**src/rtl/vsc_pkg.sv**
```systemverilog
// Shared types and helpers for vector_sweep_capture: FSM states, MISR
// constants, record width and the MISR next-state function.
package vsc_pkg;

  typedef enum logic [1:0] {
    IDLE   = 2'd0,
    SETTLE = 2'd1,
    EMIT   = 2'd2,
    DONE   = 2'd3
  } vsc_state_t;

  localparam logic [15:0] MISR_POLY = 16'h1021;
  localparam logic [15:0] MISR_SEED = 16'hFFFF;

  function automatic int rec_width(input int n_in, input int n_out);
    return n_in + n_out;
  endfunction

  // One left shift with feedback on bit 15, then fold in the new record.
  function automatic logic [15:0] misr_next(input logic [15:0] sig,
                                            input logic [15:0] din);
    logic [15:0] shifted;
    shifted = {sig[14:0], 1'b0};
    if (sig[15]) begin
      shifted = shifted ^ MISR_POLY;
    end
    return shifted ^ din;
  endfunction

endpackage

```
**src/rtl/vsc_misr.sv**
```systemverilog
// 16-bit response signature register: clear loads the seed, enable folds one
// record in. Only instantiated when VSC_SIGNATURE_EN is defined.
module vsc_misr
  import vsc_pkg::*;
(
  input  logic        CK,
  input  logic        reset,
  input  logic        i_clear,
  input  logic        i_en,
  input  logic [15:0] i_data,
  output logic [15:0] o_sig
);

  logic [15:0] r_sig;

  always_ff @(posedge CK or negedge reset) begin
    if (!reset) begin
      r_sig <= 16'h0000;
    end else if (i_clear) begin
      r_sig <= MISR_SEED;
    end else if (i_en) begin
      r_sig <= misr_next(r_sig, i_data);
    end
  end

  assign o_sig = r_sig;

endmodule

```
**src/rtl/vector_sweep_capture.sv**
```systemverilog
// Exhaustive DUT input sweep with programmable settle time, streaming one
// {vector, response} record per vector. Optional MISR under VSC_SIGNATURE_EN.
module vector_sweep_capture
  import vsc_pkg::*;
#(
  parameter int N_IN   = 3,
  parameter int N_OUT  = 1,
  parameter int SETTLE = 1
) (
  input  logic                                 CK,
  input  logic                                 reset,
  input  logic                                 start,
  input  logic                                 abort,
  output logic                                 busy,
  output logic                                 done,
  output logic [N_IN-1:0]                      dut_in,
  input  logic [N_OUT-1:0]                     dut_out,
  output logic                                 rec_valid,
  input  logic                                 rec_ready,
  output logic [rec_width(N_IN, N_OUT)-1:0]    rec_data,
  output logic [15:0]                          signature,
  output vsc_state_t                           state_dbg
);

  // Record stream: rec_data is held stable while rec_valid is high and
  // rec_ready is low; a record transfers on the edge where both are high.

  localparam int              REC_W    = rec_width(N_IN, N_OUT);
  localparam logic [7:0]      CNT_INIT = 8'(SETTLE - 1);
  localparam logic [N_IN-1:0] VEC_LAST = '1;
  localparam logic [N_IN-1:0] VEC_ONE  = N_IN'(1);

  vsc_state_t       r_state;
  logic [N_IN-1:0]  r_vec;
  logic [N_IN-1:0]  r_dut_in;
  logic [7:0]       r_cnt;
  logic             r_busy;
  logic             r_done;
  logic             r_valid;
  logic [REC_W-1:0] r_rec;

  logic w_hs;
  logic w_sig_clear;
  logic w_sig_en;

  assign w_hs        = r_valid && rec_ready;
  assign w_sig_clear = (r_state == IDLE) && start;
  assign w_sig_en    = (r_state == EMIT) && w_hs && !abort;

  always_ff @(posedge CK or negedge reset) begin
    if (!reset) begin
      r_state  <= IDLE;
      r_vec    <= '0;
      r_dut_in <= '0;
      r_cnt    <= 8'd0;
      r_busy   <= 1'b0;
      r_done   <= 1'b0;
      r_valid  <= 1'b0;
      r_rec    <= '0;
    end else begin
      case (r_state)
        IDLE: begin
          r_vec    <= '0;
          r_dut_in <= '0;
          r_cnt    <= CNT_INIT;
          r_valid  <= 1'b0;
          r_done   <= 1'b0;
          if (start) begin
            r_state <= vsc_pkg::SETTLE;
            r_busy  <= 1'b1;
          end
        end

        vsc_pkg::SETTLE: begin
          if (abort) begin
            r_state  <= IDLE;
            r_busy   <= 1'b0;
            r_valid  <= 1'b0;
            r_done   <= 1'b0;
            r_dut_in <= '0;
          end else if (r_cnt == 8'd0) begin
            r_rec   <= {r_vec, dut_out};
            r_valid <= 1'b1;
            r_state <= EMIT;
          end else begin
            r_cnt <= r_cnt - 8'd1;
          end
        end

        EMIT: begin
          if (abort) begin
            r_state  <= IDLE;
            r_busy   <= 1'b0;
            r_valid  <= 1'b0;
            r_done   <= 1'b0;
            r_dut_in <= '0;
          end else if (w_hs) begin
            r_valid <= 1'b0;
            // The sweep ends on the all-ones vector; the counter never wraps.
            if (r_vec == VEC_LAST) begin
              r_state <= DONE;
              r_done  <= 1'b1;
            end else begin
              r_vec    <= r_vec + VEC_ONE;
              r_dut_in <= r_vec + VEC_ONE;
              r_cnt    <= CNT_INIT;
              r_state  <= vsc_pkg::SETTLE;
            end
          end
        end

        DONE: begin
          // Abort here has the same effect as the normal exit.
          r_state  <= IDLE;
          r_busy   <= 1'b0;
          r_done   <= 1'b0;
          r_valid  <= 1'b0;
          r_dut_in <= '0;
        end

        default: begin
          r_state <= IDLE;
          r_busy  <= 1'b0;
          r_done  <= 1'b0;
          r_valid <= 1'b0;
        end
      endcase
    end
  end

  assign busy      = r_busy;
  assign done      = r_done;
  assign dut_in    = r_dut_in;
  assign rec_valid = r_valid;
  assign rec_data  = r_rec;
  assign state_dbg = r_state;

`ifdef VSC_SIGNATURE_EN
  // Records wider than 16 bits are folded so every bit reaches the MISR.
  logic [31:0] w_rec_ext;
  logic [15:0] w_sig_data;

  assign w_rec_ext  = 32'(r_rec);
  assign w_sig_data = w_rec_ext[15:0] ^ w_rec_ext[31:16];

  vsc_misr u_misr (
    .CK      (CK),
    .reset   (reset),
    .i_clear (w_sig_clear),
    .i_en    (w_sig_en),
    .i_data  (w_sig_data),
    .o_sig   (signature)
  );
`else
  logic w_sig_unused;
  assign w_sig_unused = w_sig_clear | w_sig_en;
  assign signature    = 16'h0000;
`endif

endmodule

```
**config.mk**
```make
export PLATFORM = sky130hd
export DESIGN_NAME = vector_sweep_capture
export DESIGN_NICKNAME = d
export VERILOG_FILES = /design/src/rtl/vsc_pkg.sv /design/src/rtl/vsc_misr.sv /design/src/rtl/vector_sweep_capture.sv
export SDC_FILE = /design/constraint.sdc
export NUM_CORES = 1
export LEC_CHECK = 0
export CORE_ASPECT_RATIO = 0.9
export CORE_MARGIN = 4
export CORE_UTILIZATION = 50
export DETAILED_ROUTE_END_ITERATION = 6
export HOLD_SLACK_MARGIN = 0.15
export PLACE_DENSITY = 0.89
export RECOVER_POWER = 100
export SETUP_SLACK_MARGIN = 0.2
export SLEW_MARGIN = 20
export SYNTH_ARGS = -nofsm -noshare
export SYNTH_HDL_FRONTEND = slang
export SYNTH_SLANG_ARGS = --single-unit
```
**constraint.sdc**
```tcl
create_clock -name CK -period 2.3 [get_ports CK]
set_input_delay 0.69 -clock CK [delete_from_list [all_inputs] [get_ports CK]]
set_output_delay 0.69 -clock CK [all_outputs]
set_load 0.02 [all_outputs]
```
After elaboration in Yosys (flattened, before gate mapping). Cells that the tools add are included.

Bits in registers: 23. Bits in latches: 0. Memory bits (writable): 0. Bits in read-only memories: 0. Bits of input ports: 6. Output and inout port bits: 28. Logic and storage cells: 74. Memories: 0.

Add/subtract/negate cells: 2. Multiply operators: 0. Div/mod/pow operators: 0. Magnitude comparators: 0. Equal/unequal tests: 16. Shift-type cells: 0. Multiplexer cells: 32. Bitwise gates (word level): 1. Reduce and logical (&&, ||, !) cells: 15.

Operator list (count): 8-bit 2-to-1 mux (5); 8-bit one-hot mux with 3 select lines (1); 3-bit 2-to-1 mux (5); 2-bit inequality test (second input constant) (7); 2-bit 2-to-1 mux (6); 3-bit AND reduction (4); 1-bit 2-to-1 mux (9); 3-bit inequality test (second input constant) (3); 1-bit one-hot mux with 3 select lines (3); 3-bit one-hot mux with 3 select lines (1); 8-bit logical NOT (1); 2-bit one-hot mux with 4 select lines (1); 8-bit by 1-bit subtractor with 8-bit output (second input constant) (1); 3-bit one-hot mux with 2 select lines (1); 6-bit AND reduction (1); 2-bit equality test (second input constant) (2); 2-bit AND reduction (2); 4-bit AND reduction (1); 2-bit OR reduction (2); 3-bit by 1-bit adder with 3-bit output (second input constant) (1); 3-bit equality test (second input constant) (1); 3-bit by 2-bit inequality test with 1-bit output (second input constant) (1); 3-bit nonzero test (1); 2-bit by 1-bit equality test with 1-bit output (second input constant) (1); other kinds (5) (5).

Longest topological paths before layout. Gate-level depths: netlist of run 1.

Depth in word-level cells: 5. Depth in mapped cells: 7. Depth with buffers taken out: 6.

Worst setup path after synthesis of run 1. OpenSTA, ideal clock, no wires.

Path kind: input to register. Start point: input port abort. End point: register r_cnt[3]. Library setup time: 121 ps. Arrival time: 1778 ps. Data required time: 2179 ps. Path slack: 401 ps. Stages: 5. Path buffers: 1. Cells stage by stage: clkbuf_1 nor4_2 a21boi_1 o22ai_1 a41o_1.

Longest elaborated chain between the ends: 2. Elaborated cells on any way between the ends: 3. Those cells by class: eq/ne (2); reduce/logical (1).

Ends and longest elaborated chain: start, declared (RTL line vector_sweep_capture.sv:13) `input logic abort,`; 2-bit inequality test (no line); 6-bit AND reduction (no line) (*); end signal, assigned (RTL line vector_sweep_capture.sv:86) `r_cnt <= r_cnt - 8'd1;`; end, declared (RTL line vector_sweep_capture.sv:36) `logic [7:0] r_cnt;`.

Mark *: on every way between the ends. The rest lies on a longest branch, timed or not. A chain may end at the register's enable or synchronous reset.

Final worst setup path of run 1.
Start point: input port abort. End point: register r_vec[1].

Longest elaborated chain between the ends: 2.

Ends and longest elaborated chain: 2-bit inequality test (no line); 4-bit AND reduction (no line); end signal, assigned (RTL line vector_sweep_capture.sv:104) `r_vec <= r_vec + VEC_ONE;`; end, declared (RTL line vector_sweep_capture.sv:34) `logic [N_IN-1:0] r_vec;`.

Every way passes these cells.

==> results of run 1 <==
==> how the worst max path moves through the flow <==
| stage | from | to | cells after the start |
|---|---|---|---|
| 2_1_floorplan | abort | r_cnt[3] | 5 |
| 3_3_place_gp | abort | rec_data[2] | 5 |
| 3_5_place_dp | abort | rec_data[3] | 5 |
| 4_1_cts | dut_in[1] | dut_in[1] | 1 |
| 5_1_grt | r_vec[0] | r_cnt[7] | 7 |
| 6_report | abort | r_vec[1] | 5 |
==> worst reg2reg max path, delay by kind of cell (launching register included) <==
family	cells	cell delay, ns
buf+inv	1	0.24
compound gates	3	0.49
simple gates	1	0.34
fa+ha+maj	2	0.42
flops	1	0.47
==> routing by layer <==
layer	wire, um	vias up
met5	0	-
met4	40	0
li1	-	587
met1	1470	607
met2	1740	33
met3	143	4
==> cells in the mapped netlist (all sizes together), types with 4 or more instances <==
| cell type | count |
|---|---|
| nand2 | 18 |
| a21oi | 10 |
| dfrtp | 23 |
| nor2 | 4 |
| buf | 17 |
| nor3 | 4 |
| nand3 | 5 |
| clkbuf | 4 |
| inv | 10 |
| o21ai | 6 |
| ha | 10 |
| mux2 | 7 |
==> logic make-up after synthesis <==
family                     after synthesis  synth area share, %
xor gates and xnor gates                 1                0.575
other                                    1                0.246
and+or+nand+nor                         46                 17.7
DFF                                     23                 37.8
AOI/OAI and AO/OA                       35                 16.7
adders and majority gates               10                 8.21
muxes                                   10                 7.14
buffers and inverters                   31                 11.7
==> cells in the final DEF (no fill, tap or decap), types with 3 or more instances in the layout <==
master / count
inv_1: 10
a21o_1: 3
conb_1: 16
nor2_1: 4
nor3_1: 4
a22oi_1: 3
nand2b_1: 3
nand3_1: 5
a21oi_1: 9
clkbuf_4: 4
nand2_1: 17
a41o_1: 3
a22o_1: 3
clkbuf_1: 3
dlygate4sd2_1: 3
o21ai_0: 6
o22ai_1: 3
ha_1: 10
dfrtp_1: 22
mux2_2: 6
mux2i_1: 3
buf_4: 8
dlygate4sd3_1: 10
clkdlybuf4s50_1: 4
==> flip-flops by register name (all words and copies together) (netlist names) <==
register	count
busy	1
rec_data	4
rec_valid	1
dut_in	3
r_vec	3
r_cnt	8
done	1
state_dbg	2
==> metrics by stage <==
stage / util, % / total power, W
floorplan: - / 0.00136
global placement: 61.2 / 0.00161
global route: 62.3 / 0.00200
CTS: 62.0 / 0.00186
finish: 62.3 / 0.00186
detailed placement: 61.2 / 0.00168
==> power by group <==
group          internal, W  leakage (nW)  total, W  switching (W)
logic             0.000443         0.552   0.00105       0.000608
registers         0.000497         0.309  0.000617       0.000120
clock network    0.0000649        0.0177  0.000190       0.000125
total              0.00100         0.878   0.00186       0.000853
==> area by class of cell <==
type | instances | area share (%)
tap | 40 | 2.83
inverter | 10 | 2.12
clock inverter | 1 | 0.283
multi-input combinational | 119 | 47.0
clock buffer | 3 | 1.27
timing repair buffer | 29 | 13.9
sequential | 23 | 32.6
==> what timing repair did <==
item | 4_1_cts | 5_1_grt
hold buffers | 0 | 0
setup buffers | 0 | 2
pin swaps | 0 | 1
endpoints found under the setup margin | 3 | 2
hold endpoints to repair | 0 | 0
resized for setup | 3 | 2
cloned | 0 | 1
==> summary.txt, run 1 <==
Clocking
  – CTS Buf Count: 3
  – CTS tree: built
  – Clock Path Buffers: 2
  – Clock sinks: 23
  – Clk_lat worst skew: 0.31 ns
  – Clock transition at path regs: 0.13 ns
  – CTS Root Cell: clkbuf_4
  – H-tree depth: 1

Floorplan
  – DIE AREA: 0.00400 mm2
  – Die span in x: 66.2 um
  – Starting density of the core: a little over half
  – Core ar.: 0.00284 mm2
  – Die height: 60.4 um
  – Row count: 18
  – # IOs: 34

Global routing
  – Met3 GRT Util: 3.52%
  – Initial antenna violation count: 0
  – GR Util met1: a little under a quarter
  – Gr ovfl total: 0
  – Met2 GRT Util: a little under a third
  – GRT Total Usage: 17.7%
  – First-pass GRT wire length: around 5500 um
  – Largest net degree at the start of global routing: 24
  – Most used routing layer: met2
  – Number of global-route vias before repair: 1216

Min path
  – Worst hold start: rec_data[0]
  – Hold path endpoint: rec_data[0]
  – Worst hold path stage count: 1
  – HP Class: flop to flop

Setup path
  – Crit-path cells: clkdlybuf4s50_1, nand4bb_1, clkbuf_1, mux2_2, a22o_1
  – R2R Path End: r_cnt[7]
  – Reg2Reg Depth: 7
  – Crit path launch type: input port
  – Crit Path Class: input port to flop
  – Critical path fanouts, max: 5
  – CP Buf/Inv Count: 2
  – Crit path max-delay family: buffers and inverters
  – Critical path required time: ~2.5 ns
  – Max incr delay on CP: ~0.54 ns
  – Data arrival, critical path: 2.29 ns
  – Worst r2r src: r_vec[0]
  – Critical-path top delay cell: clkdlybuf4s50_1
  – R2R setup slack: 0.23 ns
  – Worst Setup End Kind: flop

Synthesis
  – Yosys top cell by area: dfrtp_1
  – Synth Register Bits: 23
  – Synth warnings: 0
  – Part of the Yosys area used for sequential elements: approximately 38%
  – Post-Synthesis Cells: 157
  – Mapped cell area: 0.00152 mm2
  – Syn avg cell area: 9.71 um2
  – Distinct cells, synth: 38
  – EDFF count, synth: 0
  – Yosys top cell area share: 37.8%
  – Synth async-reset ratio: 100%
  – Most used DFF post-synth: dfrtp_1
  – Synth area leaders: dfrtp_1, ha_1, buf_4

Detailed routing
  – Post-Route WL: 3400 um
  – Drt first pass iters: 4
  – Per-cell routed wire length: 15.1 um
  – Via Count: 1231
  – Avg Vias per Cell: 5.47
  – Number of antenna-violating nets in the routed design: 0
  – DRC viols: 0
  – 1st-iter DRT viols: 61

Power and ir drop
  – Peak supply drop: 0.648 mV
  – Leak pwr: 0.878 nW
  – Power Dens Cells: 1050 mW/mm2

Timing
  – Worst setup slack after layout: 0.223 ns
  – Slew at the pin closest to its max-slew limit: 1.25 ns
  – Setup violations, final: 0
  – Slew Viols, Final: 0
  – Slew HR: between 10% and 20%
  – Tmin final: 2.08 ns
  – Max Fclk: 482 MHz
  – RSZ-0062 raised after global routing: no
  – Setup_tns: 0 ns
  – Final hold violations: 0
  – Final setup skew: 0.00442 ns
  – Tcrit/Tclk final: 90.3%
  – WHS: 0.520 ns

Layout
  – Diodes inserted: 0
  – Nets: between 200 and 250
  – Filler instances: 257
  – Share of post-route cells with drive strength above 1: roughly 15%
  – Fin area: around 0.0018 mm2
  – Final Non-Filler Cells: between 200 and 250
  – Storage element area: 577 um2
  – Area used by multi-input combinational logic: 830 um2
  – Synth-to-Final Area Change: 15.9%

Place
  – Placer Congestion: 0.844
  – Placed cell areas: 0.00174 mm2
  – DPL Wire Length: 2520 um
  – Port bufs: 17
  – Placement Setup Slack: -0.0338 ns
  – Placed cells: 218

Run
  – Max Cap Violations: 0

Status
  – Outcome: finished clean
Note: power is estimated with default switching activity, not from simulation.
==> run 2, diff against run 1 <==
Settings changed: CORE_UTILIZATION 50 to 45, MAX_ROUTING_LAYER from default to met4, PLACE_DENSITY 0.89 to 0.83.
==> run 2 against run 1 <==
  * First-iteration DRC count rose by 43%
  * Flip-flop and latch count did not move
  * Sequential power barely moved
  * Via count fell by 1.4%
  * Highest routed layer unchanged
  * Die area rose by 9.7%
  * Total power rose by 2.6%
  * Non-clock buffer count did not move
  * Setup slack got worse by 0.016 ns
  * Maximum frequency fell by 0.75%
  * Clock-buffer cell count rose by 1
  * Critical path depth fell by 4
  * Register-to-register slack barely moved
==> summary.txt, run 2 (synthesis results as in run 1) <==
Clocking
  – Clock sinks: 23 (unchanged)
  – CTS Root Cell: clkbuf_8
  – Clk_lat worst skew: 0.27 ns (-0.04 ns)
  – CTS tree: built
  – CTS Buf Count: 3 (unchanged)
  – H-tree depth: 1 (unchanged)
  – Clock Path Buffers: 2 (unchanged)
  – Total setup buffers inserted after CTS: 0 (unchanged)
  – Clock transition at path regs: 0.08 ns (-0.05 ns)

Layout
  – Storage element area: 576 um2 (-0.22%)
  – Diodes inserted: 0 (unchanged)
  – Area used by multi-input combinational logic: 817 um2 (-1.5%)
  – Most common cell after layout, fill and taps aside: dfrtp_1
  – Largest register FFs: 8 (unchanged)
  – Filler instances: 285 (+11%)
  – Share of post-route cells with drive strength above 1: 12.5% (-2.1 points)
  – Most frequent cells in the layout: dfrtp_1, nand2_1, conb_1
  – Nets: 201 (-0.50%)
  – Synth-to-Final Area Change: 15.4%
  – Most flops, register: r_cnt
  – Fin area: 0.00176 mm2 (-0.42%)

Power and ir drop
  – Tot Pwr: 0.00191 W (+2.6%)
  – Leak pwr: 0.872 nW (-0.71%)
  – Peak supply drop: 0.627 mV (-3.2%)
  – Power Dens Cells: 1080 mW/mm2 (+3.1%)

Detailed routing
  – Per-cell routed wire length: 14.7 um (-2.4%)
  – Post-Route WL: 3330 um (-2.0%)
  – DRC viols: 0 (unchanged)
  – Drt first pass iters: 4 (unchanged)
  – 1st-iter DRT viols: 87 (+43%)
  – Avg Vias per Cell: 5.37 (-1.8%)
  – Via Count: 1214 (-1.4%)
  – Number of antenna-violating nets in the routed design: 0 (unchanged)

Floorplan
  – Die span in x: 69.3 um (+4.8%)
  – Die height: 63.2 um (+4.7%)
  – Starting density of the core: 48.2% (-5.5 points)
  – # IOs: 34 (unchanged)
  – Core ar.: 0.00316 mm2 (+11%)
  – DIE AREA: 0.00438 mm2 (+9.7%)
  – Row count: 19 (+1)

Setup path
  – Crit Path Class: flop to output pin
  – Crit-path cells: dlygate4sd3_1
  – Critical path fanouts, max: 5 (unchanged)
  – Critical-path top delay cell: dlygate4sd3_1
  – Crit path launch type: flop
  – Worst Setup End Kind: output pin
  – Crit path max-delay family: buffers and inverters
  – Data arrival, critical path: 1.40 ns (-0.89 ns)
  – CP Buf/Inv Count: 1 (-1)
  – Critical path required time: 1.61 ns (-0.91 ns)
  – Max incr delay on CP: 0.70 ns (+0.16 ns)

Timing
  – RSZ-0062 raised after global routing: yes
  – Worst setup slack after layout: 0.208 ns (-0.0157 ns)
  – Final hold violations: 0 (unchanged)
  – Tcrit/Tclk final: 91.0% (+0.68 points)
  – Slew at the pin closest to its max-slew limit: 1.24 ns (-0.0143 ns)
  – Slew Viols, Final: 0 (unchanged)
  – Slew HR: 17.6% (+0.95 points)
  – WHS: 0.503 ns (-0.0174 ns)
  – Max Fclk: 478 MHz (-0.75%)
  – Tmin final: 2.09 ns (+0.0157 ns)
  – Setup violations, final: 0 (unchanged)
  – Final setup skew: 0.00415 ns (-0.000269 ns)

Run
  – Max Cap Violations: 0 (unchanged)

Status
  – Outcome: finished clean

Global routing
  – First-pass GRT wire length: 6000 um (+8.2%)
  – Largest net degree at the start of global routing: 24 (unchanged)
  – Gr ovfl total: 0 (unchanged)
  – Initial antenna violation count: 0 (unchanged)
  – GRT Total Usage: 16.8% (-0.95 points)
  – Number of global-route vias before repair: 1307 (+7.5%)

Place
  – Port bufs: 17 (unchanged)
  – Placement Setup Slack: -0.0127 ns (+0.0211 ns)
  – DPL Wire Length: 2430 um (-3.5%)
  – Placer Congestion: 0.853 (+1.1%)
  – Placed cell areas: 0.00175 mm2 (+1.0%)

Min path
  – HP Class: flop to flop
run 2: changes by cell type in the layout (fill, tap and decap cells not counted), moves of 2 or more:
cell             change
clkbuf_4             -4
clkbuf_1             +5
dlygate4sd3_1        +2
dlygate4sd2_1        -3
clkdlybuf4s50_1      -2
clkbuf_8             +3
run 2: timing repair:
action                     4_1_cts  5_1_grt
resized for setup                0        4
setup endpoints to repair        0        9
hold buffers                     0        0
run 2: power by group:
group / total (W) / switching (W) / internal [W] / leakage, nW
registers: 0.000620 / 0.000122 / 0.000497 / 0.310
clock network: 0.000256 / 0.000132 / 0.000124 / 0.0228
logic: 0.00103 / 0.000608 / 0.000422 / 0.539
run 2: stage by stage:
step,setup TNS [ns],std cells,utilization (%)
floorplan,0,172,-
global placement,0,222,55.4
detailed placement,-0.0176,222,55.4
CTS,0,226,56.9
global route,0,226,55.6
finish,0,226,55.6
run 2: routing by layer:
layer | GRT usage, % | wire (um) | up-vias
met3 | 3.34 | 135 | 6
met2 | 29.0 | 1700 | 42
met5 | - | 0 | -
met4 | 4.88 | 38 | 0
met1 | 19.8 | 1450 | 583
li1 | - | - | 583
run 2: final timing paths:
path / startpoint / to / slack (ns) / cells after the start
setup / recovery: state_dbg[1] / state_dbg[1] / 0.21 / 1
hold / removal: rec_data[3] / rec_data[3] / 0.50 / 1
setup reg to reg: r_vec[0] / r_cnt[4] / 0.24 / 6
hold reg to reg: rec_data[3] / rec_data[3] / 0.50 / 1
max in group asynchronous: reset / r_cnt[1] / 0.37 / 2
min in group asynchronous: reset / busy / 1.20 / 2
run 2: cell type report:
cell class                 count  area share (%)
sequential                    23            32.7
tap                           42            2.99
clock buffer                   4            2.56
multi-input combinational    118            46.4
inverter                      10            2.13
timing repair buffer          29            13.2
